### src/rtl/pipeline_ctrl.sv
// ---------------------------------------------------------------------------
// pipeline_ctrl
//   Hazard and stall controller for a five-stage in-order pipeline
//   (IF/ID/EX/MEM/WB). It resolves three hazard classes every cycle:
//     - data-memory wait (MEM stage not ready): whole front freezes,
//       WB receives a bubble so the register file is never written twice;
//     - taken branch / jump resolved in EX: the two younger stages are flushed;
//     - load-use: the ID instruction is held for one cycle and a bubble is
//       injected into EX.
//   A small FSM tracks memory waits and halts the core when the data memory
//   stays busy for MEM_TIMEOUT consecutive cycles. Two saturating counters
//   expose stall and flush activity.
//
// Parameters
//   MEM_TIMEOUT  consecutive memory-wait cycles that trigger HALT (2..255)
//   CNT_W        width of the performance counters
//
// Ports
//   clk, rst_n                        clock, asynchronous active-low reset
//   id_rs1, id_rs2                    source registers of the ID instruction
//   id_uses_rs1, id_uses_rs2          ID instruction actually reads rs1 / rs2
//   ex_mem_read, ex_rd                EX instruction is a load / its rd
//   ex_redirect                       taken branch or jump resolved in EX
//   mem_req, mem_ready                MEM access issued / completing
//   pc_en .. mem_wb_en                stage-register load enables
//   if_id_flush, id_ex_flush,
//   mem_wb_flush                      load a bubble into that stage register
//   state                             RUN=0, MEM_WAIT=1, HALT=2
//   mem_err                           sticky memory-timeout flag
//   stall_cnt, flush_cnt              saturating performance counters
// ---------------------------------------------------------------------------
module pipeline_ctrl #(
   parameter int MEM_TIMEOUT = 16,
   parameter int CNT_W       = 16
) (
   input  logic             clk,
   input  logic             rst_n,
   input  logic [4:0]       id_rs1,
   input  logic [4:0]       id_rs2,
   input  logic             id_uses_rs1,
   input  logic             id_uses_rs2,
   input  logic             ex_mem_read,
   input  logic [4:0]       ex_rd,
   input  logic             ex_redirect,
   input  logic             mem_req,
   input  logic             mem_ready,
   output logic             pc_en,
   output logic             if_id_en,
   output logic             id_ex_en,
   output logic             ex_mem_en,
   output logic             mem_wb_en,
   output logic             if_id_flush,
   output logic             id_ex_flush,
   output logic             mem_wb_flush,
   output logic [1:0]       state,
   output logic             mem_err,
   output logic [CNT_W-1:0] stall_cnt,
   output logic [CNT_W-1:0] flush_cnt
);

   localparam logic [1:0] RUN      = 2'd0;
   localparam logic [1:0] MEM_WAIT = 2'd1;
   localparam logic [1:0] HALT     = 2'd2;

   // wait_cnt holds the number of stalled cycles already seen, so the edge
   // that completes the MEM_TIMEOUT-th stalled cycle sees MEM_TIMEOUT-1.
   localparam logic [7:0] WAIT_LIMIT = 8'(MEM_TIMEOUT - 1);

   logic       mem_stall;
   logic       lu_hazard;
   logic       rs1_match;
   logic       rs2_match;
   logic [1:0] state_nxt;
   logic [7:0] wait_cnt;

   // Counter increment that sticks at all-ones instead of wrapping.
   function automatic logic [CNT_W-1:0] sat_inc(input logic [CNT_W-1:0] v);
      if (&v) begin
         return v;
      end
      return v + CNT_W'(1);
   endfunction

   // ---------------- hazard detection ----------------
   assign mem_stall = mem_req & ~mem_ready;
   assign rs1_match = id_uses_rs1 & (id_rs1 == ex_rd);
   assign rs2_match = id_uses_rs2 & (id_rs2 == ex_rd);
   // x0 is hard-wired to zero, so a load targeting it never creates a hazard.
   assign lu_hazard = ex_mem_read & (ex_rd != 5'd0) & (rs1_match | rs2_match);

   // ---------------- enables and flushes ----------------
   // Purely combinational so a hazard acts in the cycle it is detected.
   always_comb begin
      pc_en        = 1'b1;
      if_id_en     = 1'b1;
      id_ex_en     = 1'b1;
      ex_mem_en    = 1'b1;
      mem_wb_en    = 1'b1;
      if_id_flush  = 1'b0;
      id_ex_flush  = 1'b0;
      mem_wb_flush = 1'b0;
      if (state == HALT) begin
         // Frozen for good; WB keeps taking bubbles so nothing retires.
         pc_en        = 1'b0;
         if_id_en     = 1'b0;
         id_ex_en     = 1'b0;
         ex_mem_en    = 1'b0;
         mem_wb_flush = 1'b1;
      end else if (mem_stall) begin
         // Everything upstream of WB freezes. The held instructions keep the
         // inputs stable, so a pending redirect or load-use is acted on in
         // the completing cycle rather than lost.
         pc_en        = 1'b0;
         if_id_en     = 1'b0;
         id_ex_en     = 1'b0;
         ex_mem_en    = 1'b0;
         mem_wb_flush = 1'b1;
      end else if (ex_redirect) begin
         // The instruction causing a load-use hazard is on the wrong path,
         // so the redirect wins and no stall is needed.
         if_id_flush = 1'b1;
         id_ex_flush = 1'b1;
      end else if (lu_hazard) begin
         pc_en       = 1'b0;
         if_id_en    = 1'b0;
         id_ex_flush = 1'b1;
      end
   end

   // ---------------- FSM next state ----------------
   always_comb begin
      state_nxt = state;
      case (state)
         RUN: begin
            if (mem_stall) begin
               state_nxt = MEM_WAIT;
            end
         end
         MEM_WAIT: begin
            if (!mem_stall) begin
               state_nxt = RUN;
            end else if (wait_cnt == WAIT_LIMIT) begin
               state_nxt = HALT;
            end
         end
         HALT: begin
            state_nxt = HALT;
         end
         default: begin
            state_nxt = RUN;
         end
      endcase
   end

   // ---------------- state registers ----------------
   always_ff @(posedge clk or negedge rst_n) begin
      if (!rst_n) begin
         state    <= RUN;
         wait_cnt <= 8'd0;
         mem_err  <= 1'b0;
      end else begin
         state <= state_nxt;
         if (state != HALT) begin
            wait_cnt <= mem_stall ? wait_cnt + 8'd1 : 8'd0;
         end
         if (state != HALT && state_nxt == HALT) begin
            mem_err <= 1'b1;
         end
      end
   end

   // ---------------- performance counters ----------------
   always_ff @(posedge clk or negedge rst_n) begin
      if (!rst_n) begin
         stall_cnt <= '0;
         flush_cnt <= '0;
      end else begin
         if (!pc_en) begin
            stall_cnt <= sat_inc(stall_cnt);
         end
         if (if_id_flush) begin
            flush_cnt <= sat_inc(flush_cnt);
         end
      end
   end

endmodule

### config.mk
export PLATFORM = sky130hd
export DESIGN_NAME = pipeline_ctrl
export DESIGN_NICKNAME = d
export VERILOG_FILES = /design/src/rtl/pipeline_ctrl.sv
export SDC_FILE = /design/constraint.sdc
export NUM_CORES = 1
export LEC_CHECK = 0
export BUFFER_PORTS_ARGS = -buffer_cell sky130_fd_sc_hd__buf_2
export CELL_PAD_IN_SITES_DETAIL_PLACEMENT = 1
export CELL_PAD_IN_SITES_GLOBAL_PLACEMENT = 2
export CORE_MARGIN = 3
export CORE_UTILIZATION = 34
export CTS_CLUSTER_DIAMETER = 80
export DETAILED_ROUTE_END_ITERATION = 16
export PLACE_DENSITY_LB_ADDON = 0.2
export SLEW_MARGIN = 0
export SYNTH_ARGS = -nofsm -noshare
export SYNTH_HDL_FRONTEND = slang
export SYNTH_SLANG_ARGS = --single-unit
### constraint.sdc
create_clock -name clk -period 3.4 [get_ports clk]
set_clock_uncertainty 0.15 [all_clocks]
set_input_delay 0 -clock clk [delete_from_list [all_inputs] [get_ports clk]]
set_output_delay 0 -clock clk [all_outputs]
set_load 0.005 [all_outputs]
==> results.ini <==
[status]
run_status=complete, no violations

[clocking]
clockBufferDepth=2
clkTransAtPathRegs_ns=0.08
htree_levels=2
cts.sinks=43
tritoncts=yes
post_cts.repair.setup_buffers=0
numCtsBuffers=5
clockRootBuffer=clkbuf_8
clk_latency_ns=0.29

[global_route]
grt_pass1_vias=1825
antenna_found_initial=0
overflow=0
grt_max_degree=44
grt_pass1_wl_mm=8.68
grt_util_all_layers_pct=14.2

[cells_and_area]
final_cell_count_no_fill=356
final_common_cell=buf_2
post-route-util_pct=44.1
drive_above_1_share_pct=28.8
area_growth_syn_to_layout_pct=21.0
seq_area_um2=1080
fill_cells=728
antenna_cells=0
multiInputGateArea_um2=1090
fin_nets=308
final_cell_mix=buf_2 (64), dfrtp_1 (43), xnor2_1 (23), nand3_1 (18)

[critical_path]
r2r_cells=6
r2r-start=stall_cnt[6]
end_kind=register
setup.worst_path.start=stall_cnt[6]
critPathKind=register to register
path_max_fanout=13
worstPathRequired_ns=3.43
arrival_ns=2.32
rr_endpoint=stall_cnt[1]
r2r_slack_ns=1.11
cp-endpoint=stall_cnt[1]
worstSetupStartpointType=register

[synthesis]
yosysWarnings=0
synth_edf_count=0
ys_ff_latch=43
synthFlopType=dfrtp_1
ys_seq_area_share_pct=48.2
async_flop_share_pct=100
syn_nets=241
yosys.cell_types.count=39
avgSynthCellArea_um2=10.4
syn_area_um2=2230
syn_inst=215

[die]
rows=28
die_w_um=87.1
die_y_um=87.1
io_pins=66
start_util_pct=36.4
core_um2=6130
die-area_um2=7580

[routing]
drt_iter0_drc=58
drtAntennaViolNets=0
dr.pass1.iters=4
viasPerCell=5.08
routed_wl_mm=5.10
drc_errors=0
vias=1810
wl_per_cell_um=14.3

[power_and_ir_drop]
powerDensity_nw_per_um2=480
peakVddDrop_v=0.000280
p_leak_uw=0.00134

[placement]
dp_cells=348
dp_hpwl_mm=3.85
gp_congestion=0.781
port_buffers=64

[sta]
fmax_mhz=437
fin_crit_sh_pct=67.3
tns_ns=0
hold_viol=0
slew_violations=0
relSlewSlack_pct=35.5
rsz0062_at_grt=false
setup-violations-final=0
worstMarginPinSlew_ns=0.967
period_minus_slack_ns=2.29

[flow_run]
drv_cap=0

[min_path]
min-delay-start=mem_req
min_path_type=input port to register

[how the worst min path moves through the flow]
stage | to | slack (ns) | cells after the start
detailed placement | wait_cnt[7] | 0.07 | 1
floorplan | flush_cnt[0] | -0.45 | 0
global placement | wait_cnt[7] | 0.08 | 1
finish | wait_cnt[6] | 0.02 | 3
global route | wait_cnt[3] | 0.03 | 4
CTS | wait_cnt[6] | 0.02 | 3
[synthesized netlist by cell type, drive strengths merged (3+ instances only)]
library cell / n / share of area (%)
dfrtp: 43 / 48
ha: 3 / 1.7
and3: 13 / 3.6
nand4: 10 / 2.8
buf: 4 / 1.5
and4: 3 / 1.2
xnor2: 23 / 9.0
nor2: 17 / 2.9
xor2: 15 / 5.9
nor2b: 3 / 0.84
nand3: 18 / 4.0
nand2: 17 / 2.9
o21ai: 5 / 1.3
mux2: 6 / 3.2
nand2b: 5 / 1.4
inv: 6 / 1.0
[logic make-up after synthesis]
logic type / share of synthesized area, %
simple gates: 22.7
flops: 48.2
xor+xnor: 14.9
compound gates: 5.83
buf+inv: 2.91
mux: 3.64
fa+ha+maj: 1.68
other cells: 0.168
[sequential cells by signal (all words and copies together) (netlist names)]
name       cells
wait_cnt       8
state          2
mem_err        1
flush_cnt     16
stall_cnt     16
[layer usage]
| metal | up-vias | part of all wire (%) | wire length, µm | GRT usage [%] |
|---|---|---|---|---|
| li1 | 875 | - | - | - |
| met1 | 875 | 47 | 2400 | 19.1 |
| met2 | 55 | 45 | 2270 | 22.9 |
| met3 | 5 | 7.2 | 366 | 3.69 |
| met4 | 0 | 1.0 | 53 | 3.40 |
| met5 | - | 0 | 0 | 0 |
[critical path, stage by stage (launching register included)]
cell     delay, ns
dfrtp_1       0.44
and3_1        0.19
and3_1        0.20
and3_1        0.24
nand3_1       0.36
nand2_1       0.29
mux2_4        0.31
[repair_timing]
item | in CTS | in global routing
resized for setup | 0 | 0
hold buffers | 2 | 0
endpoints found under the hold margin | 44 | 0
[through the flow]
step / total power (µW) / hold WS [ns] / setup slack (ns) / instance area, µm²
2_1_floorplan: 855 / -0.446 / 1.45 / 2230
3_3_place_gp: 1000 / 0.0836 / 1.21 / 2610
3_5_place_dp: 1010 / 0.0663 / 1.12 / 2610
4_1_cts: 1320 / 0.0151 / 1.11 / 2700
5_1_grt: 1400 / 0.0324 / 0.885 / 2700
6_report: 1300 / 0.0216 / 1.11 / 2700
[power by group]
group          internal [µW]  leakage (µW)  total (µW)  switching [µW]
Sequential               590      0.000569         686            96.1
Combinational            165      0.000738         307             141
Clock                    137     0.0000361         305             168
[final cells by class]
type | instances | area share [%]
Multi-Input combinational cell | 160 | 40.4
Sequential cell | 43 | 39.8
Timing Repair Buffer | 66 | 12.6
Tap cell | 75 | 3.47
Clock buffer | 5 | 2.55
Inverter | 6 | 0.834
Clock inverter | 1 | 0.278
Power figures use the tool's default switching activity.
